## config.mk

```make
export PLATFORM = sky130hd
export DESIGN_NAME = fpu_op_sequencer
export DESIGN_NICKNAME = d
export VERILOG_FILES = /design/src/rtl/fpu_op_sequencer.sv
export SDC_FILE = /design/constraint.sdc
export NUM_CORES = 1
export LEC_CHECK = 0
export BUFFER_PORTS_ARGS = -buffer_cell sky130_fd_sc_hd__buf_2
export CORE_MARGIN = 2
export CORE_UTILIZATION = 40
export DETAILED_ROUTE_END_ITERATION = 12
export GPL_ROUTABILITY_DRIVEN = 0
export HOLD_SLACK_MARGIN = 0.12
export SETUP_SLACK_MARGIN = 0.15
export SYNTH_ARGS = -nofsm -noshare
export SYNTH_HDL_FRONTEND = slang
export SYNTH_SLANG_ARGS = --single-unit
```

## constraint.sdc

```tcl
create_clock -name clock_100Khz -period 6.4 [get_ports clock_100Khz]
set_input_delay 0.96 -clock clock_100Khz [delete_from_list [all_inputs] [get_ports clock_100Khz]]
set_output_delay 0.96 -clock clock_100Khz [all_outputs]
set_load 0.05 [all_outputs]
```

## src/rtl/fpu_op_sequencer.sv

```systemverilog
// fpu_op_sequencer: buffers operand pairs in a small FIFO and presents them one at a
// time to a free-running FPU. Each pair is held on the FPU inputs for HOLD_CYCLES
// cycles, then the FPU output is captured and offered downstream with valid/ready.
// Optional feature: define FPU_SEQ_ERRCNT_EN to count nonzero-status results in
// err_count (saturating at 255); otherwise err_count is tied to 0.
module fpu_op_sequencer #(
  parameter int unsigned DEPTH       = 4,
  parameter int unsigned HOLD_CYCLES = 64
) (
  input  logic        clock_100Khz,
  input  logic        reset,
  input  logic        in_valid,
  output logic        in_ready,
  input  logic [31:0] in_op_a,
  input  logic [31:0] in_op_b,
  output logic [31:0] fpu_op_a,
  output logic [31:0] fpu_op_b,
  input  logic [31:0] fpu_data,
  input  logic [3:0]  fpu_status,
  output logic        res_valid,
  input  logic        res_ready,
  output logic [31:0] res_data,
  output logic [3:0]  res_status,
  output logic        busy,
  output logic [7:0]  err_count
);

  localparam int unsigned PTR_W = (DEPTH > 1) ? $clog2(DEPTH) : 1;
  localparam int unsigned CNT_W = (HOLD_CYCLES > 1) ? $clog2(HOLD_CYCLES) : 1;

  localparam logic [PTR_W:0]   OCC_FULL  = (PTR_W + 1)'(DEPTH);
  localparam logic [CNT_W-1:0] HOLD_LOAD = CNT_W'(HOLD_CYCLES - 1);

  localparam logic [1:0] IDLE    = 2'd0;
  localparam logic [1:0] HOLD    = 2'd1;
  localparam logic [1:0] CAPTURE = 2'd2;
  localparam logic [1:0] OUTPUT  = 2'd3;

  logic [63:0]      fifo_mem [DEPTH];
  logic [PTR_W-1:0] wr_ptr_q, rd_ptr_q;
  logic [PTR_W:0]   occ_q;
  logic [1:0]       state_q, state_d;
  logic [CNT_W-1:0] hold_cnt_q, hold_cnt_d;
  logic             push, pop;

  assign in_ready = (occ_q != OCC_FULL);
  assign push     = in_valid && in_ready;
  // Pop decision uses pre-edge occupancy, so a pair landing in an empty FIFO waits a cycle.
  assign pop      = (state_q == IDLE) && (occ_q != '0);
  assign busy     = (state_q != IDLE) || (occ_q != '0);

  // FIFO storage; contents need no reset because occupancy gates every read.
  always_ff @(posedge clock_100Khz) begin
    if (push) begin
      fifo_mem[wr_ptr_q] <= {in_op_a, in_op_b};
    end
  end

  // FIFO pointers and occupancy; pointers wrap naturally since DEPTH is a power of two.
  always_ff @(posedge clock_100Khz or negedge reset) begin
    if (!reset) begin
      wr_ptr_q <= '0;
      rd_ptr_q <= '0;
      occ_q    <= '0;
    end else begin
      if (push) wr_ptr_q <= wr_ptr_q + PTR_W'(1);
      if (pop)  rd_ptr_q <= rd_ptr_q + PTR_W'(1);
      if (push && !pop)      occ_q <= occ_q + (PTR_W + 1)'(1);
      else if (pop && !push) occ_q <= occ_q - (PTR_W + 1)'(1);
    end
  end

  // Next-state and hold-counter logic.
  always_comb begin
    state_d    = state_q;
    hold_cnt_d = hold_cnt_q;
    unique case (state_q)
      IDLE: begin
        if (pop) begin
          state_d    = HOLD;
          hold_cnt_d = HOLD_LOAD;
        end
      end
      HOLD: begin
        if (hold_cnt_q == '0) state_d = CAPTURE;
        else                  hold_cnt_d = hold_cnt_q - CNT_W'(1);
      end
      CAPTURE: state_d = OUTPUT;
      OUTPUT:  if (res_ready) state_d = IDLE;
      default: state_d = IDLE;
    endcase
  end

  // State register and hold counter.
  always_ff @(posedge clock_100Khz or negedge reset) begin
    if (!reset) begin
      state_q    <= IDLE;
      hold_cnt_q <= '0;
    end else begin
      state_q    <= state_d;
      hold_cnt_q <= hold_cnt_d;
    end
  end

  // Operand registers (change only on pop) and the captured result.
  always_ff @(posedge clock_100Khz or negedge reset) begin
    if (!reset) begin
      fpu_op_a   <= '0;
      fpu_op_b   <= '0;
      res_data   <= '0;
      res_status <= '0;
      res_valid  <= 1'b0;
    end else begin
      if (pop) begin
        fpu_op_a <= fifo_mem[rd_ptr_q][63:32];
        fpu_op_b <= fifo_mem[rd_ptr_q][31:0];
      end
      if (state_q == CAPTURE) begin
        res_data   <= fpu_data;
        res_status <= fpu_status;
        res_valid  <= 1'b1;
      end else if (state_q == OUTPUT && res_ready) begin
        res_valid <= 1'b0;
      end
    end
  end

`ifdef FPU_SEQ_ERRCNT_EN
  logic [7:0] err_count_q;

  // Saturating count of captured results whose status is nonzero.
  always_ff @(posedge clock_100Khz or negedge reset) begin
    if (!reset) begin
      err_count_q <= '0;
    end else if (state_q == CAPTURE && fpu_status != 4'd0 && err_count_q != 8'hFF) begin
      err_count_q <= err_count_q + 8'd1;
    end
  end

  assign err_count = err_count_q;
`else
  assign err_count = 8'd0;
`endif

endmodule
```

==> key figures <==
Logic synthesis
  – Cell count after synthesis: ~650
  – Seq/Total Area, Yosys: roughly three quarters
  – Mean post-synth cell area: roughly 22 µm²
  – Synth warn: 0
  – Synthesized area: 14000 µm²
  – Synth cell types: 39
  – Yosys reg bits: between 300 and 400

Setup path
  – CP max stage cell: or4b_4
  – CP max stage delay: roughly 0.52 ns
  – Cell chain of the critical path: inv_1, ha_1, or4b_4, buf_2
  – CP endpoint kind: output port
  – Flop2flop setup slack: around 3.7 ns
  – Crit path launch type: flop
  – Data required, critical path: around 5.4 ns
  – Critical path class: reg2out
  – Worst path arrival time: 2.07 ns
  – Critical path peak fanout: 4

Global route
  – Number of global-route vias before repair: between 7000 and 8000
  – M3 GR Usage: under 10%
  – GRT Max-Usage Layer: met2
  – Total track usage: about 15%
  – Met1 Use GR: around a fifth
  – Largest net degree at the start of global routing: between 60 and 70
  – M2 GR Usage: 24.6%
  – Total global routing overflow: 0
  – First-pass GRT wire length: approximately 42000 µm
  – Initial antenna violation count: 6

Floorplanning
  – Die Y: approximately 190 µm
  – Starting density of the core: roughly two fifths
  – # IOs: roughly 220
  – Die ar.: around 36000 µm²
  – Die width: roughly 190 µm
  – Core box area: around 34000 µm²
  – Row cnt: between 60 and 70

Clock network
  – Clk slew on worst S/H paths: ~0.06 ns
  – CTS Hold Bufs: 0
  – TritonCTS clock tree: done
  – Clk_lat worst skew: about 0.52 ns
  – Clock Sinks: about 370
  – Post-cts sizing count: 0
  – CTS Buf Count: 41
  – CTS max path bufs: 3
  – Root Buffer Master: clkbuf_16
  – H-Tree Depth: 2
  – Post-CTS Repair Setup Buffers: 0

Min path
  – Class of the worst hold path: in2async

Drt
  – TritonRoute pass-1 iters: 4
  – Post-route ant nets: 0
  – Initial drt markers: roughly 340
  – Post-route DRC: 0
  – Vias per Instance: between 4 and 5
  – Drt total wl: about 27000 µm
  – DR WL/cell: between 15 and 20 µm
  – Via count: 6769

STA
  – Relative slew slack: 25.4%
  – Final setup TNS: 0 ns
  – WHS: between 0.4 and 0.5 ns
  – Clock Skews: roughly 0.010 ns
  – Unrepaired setup endpoints after global routing: false
  – # setup viols final: 0
  – Final number of hold-violating endpoints: 0
  – Period utilisation layout: ~47%
  – Crit path time final: approximately 3.0 ns
  – Least-Margin Pin Slew: between 1 and 1.5 ns
  – Max-slew violation count: 0
  – Fmax: ~0.33 GHz

Power and ir drop
  – P_int: approximately 6.1 mW
  – Flop pwr share: roughly two fifths
  – Logic pwr share: between 30 and 40%
  – Switching pwr: 3.48 mW
  – Final Power: approximately 9.5 mW
  – Pwr dens: 565 nW/µm²
  – Clk pwr share: between 20% and 30%
  – Pleak: ~6.3 nW
  – Sw Ratio: 36.5%
  – Peak supply drop: around 380 µV

Placement
  – DP HPWL: around 16000 µm
  – Port bufs: roughly 210

Layout
  – Total Nets Final: 996
  – Layout cell share with drive strength beyond 1: around 50%
  – Commonest cells after routing, fill and taps aside: edfxtp_1, buf_2, dfrtp_1
  – Commonest non-fill, non-tap cell in the layout: edfxtp_1
  – Area growth syn-to-layout: 20.9%

Run status
  – Status: finished clean

Job
  – Max-cap violations: 0
[through the flow]
step / instance area [µm²] / setup WS [ns] / cells / utilization, %
6_report: 16900 / 3.37 / 1370 / 49.0
3_5_place_dp: 15500 / 3.64 / 1292 / 44.9
5_1_grt: 16900 / 3.25 / 1369 / 49.0
4_1_cts: 16900 / 3.33 / 1367 / 49.0
2_1_floorplan: 14000 / 3.42 / 656 / -
3_3_place_gp: 15500 / 3.66 / 1292 / 44.9
[layer usage]
layer | routed length [µm] | vias up | part of all wire (%)
met5 | 27 | - | 0.099
met4 | 586 | 4 | 2.2
li1 | - | 3030 | -
met1 | 11700 | 3468 | 43
met3 | 1910 | 53 | 7.0
met2 | 12900 | 214 | 48
[layout make-up]
class | count | area (µm²)
fill | 2879 | 17600
sequential | 372 | 10600
multi-input combinational | 240 | 3170
clock buffer | 58 | 1190
timing repair buffer | 215 | 1100
tap | 455 | 569
clock inverter | 17 | 199
inverter | 10 | 37.5
antenna | 3 | 7.51
[state kept, by name, indices dropped and copies added (netlist names), 3 cells and up]
register    flops
fifo_mem      256
fpu_op_a       32
fpu_op_b       32
hold_cnt_q      6
occ_q           3
res_data       32
res_status      4
[synthesized netlist by cell type (all sizes together)]
library cell  instances  share of area (%)
o22ai                 2              0.090
nand3                 1              0.036
nor3                  1              0.036
mux2i                 1              0.072
or3                   2               0.13
a21o                  1              0.054
o31a                  2               0.13
ha                   11               0.99
inv                  10               0.27
fa                    1               0.14
and2                  2               0.11
dfrtp               116                 21
a31oi                 2              0.090
nor2                  4               0.11
or4b                  2               0.20
o21a                  1              0.063
edfxtp              256                 55
buf                  27                1.4
and3                  4               0.18
nor3b                 1              0.054
a22o                  1              0.063
a22oi                 1              0.054
clkbuf                7               0.19
xnor2                 3               0.19
nand2                 8               0.22
mux4                 64                 10
o31ai                 2               0.14
mux2                103                8.3
o21ai                 7               0.25
xor2                  3               0.19
nand2b                2              0.090
conb                  1              0.027
[power by group through the flow]
stage	Combinational (mW)	Sequential (mW)	Clock, mW
3_5_place_dp	3.44	3.85	0
5_1_grt	3.60	3.88	2.56
2_1_floorplan	1.65	4.77	0
4_1_cts	3.44	3.81	2.46
3_3_place_gp	3.41	3.83	0
6_report	3.37	3.78	2.38
[worst max-delay path: cells and delay by family, from the launching register on]
| kind | cells | cell delay, ns |
|---|---|---|
| fa+ha+maj | 1 | 0.26 |
| buf+inv | 2 | 0.37 |
| simple gates | 1 | 0.52 |
| flops | 1 | 0.40 |
[logic make-up (layout without fill, tap and decap cells)]
kind of cell	after synthesis	count (layout)	share of synthesized area, %
DFF	372	372	75.8
AOI/OAI and AO/OA	19	19	0.932
muxes	168	168	18.7
adders and majority gates	12	12	1.13
xor gates and xnor gates	6	6	0.376
buffers and inverters	44	300	1.84
other	1	11	0.0269
and+or+nand+nor	27	27	1.15
[worst paths after layout]
check / depth (start not counted) / start / end
worst max-delay path: 4 / state_q[0] / busy
worst min-delay path: 1 / reset / res_data[16]
worst max register to register: 10 / state_q[0] / occ_q[2]
worst min register to register: 1 / res_valid / res_valid
max in group asynchronous: 2 / reset / fpu_op_b[5]
min in group clock_100Khz: 1 / res_valid / res_valid
Note: power is estimated with default switching activity, not from simulation.
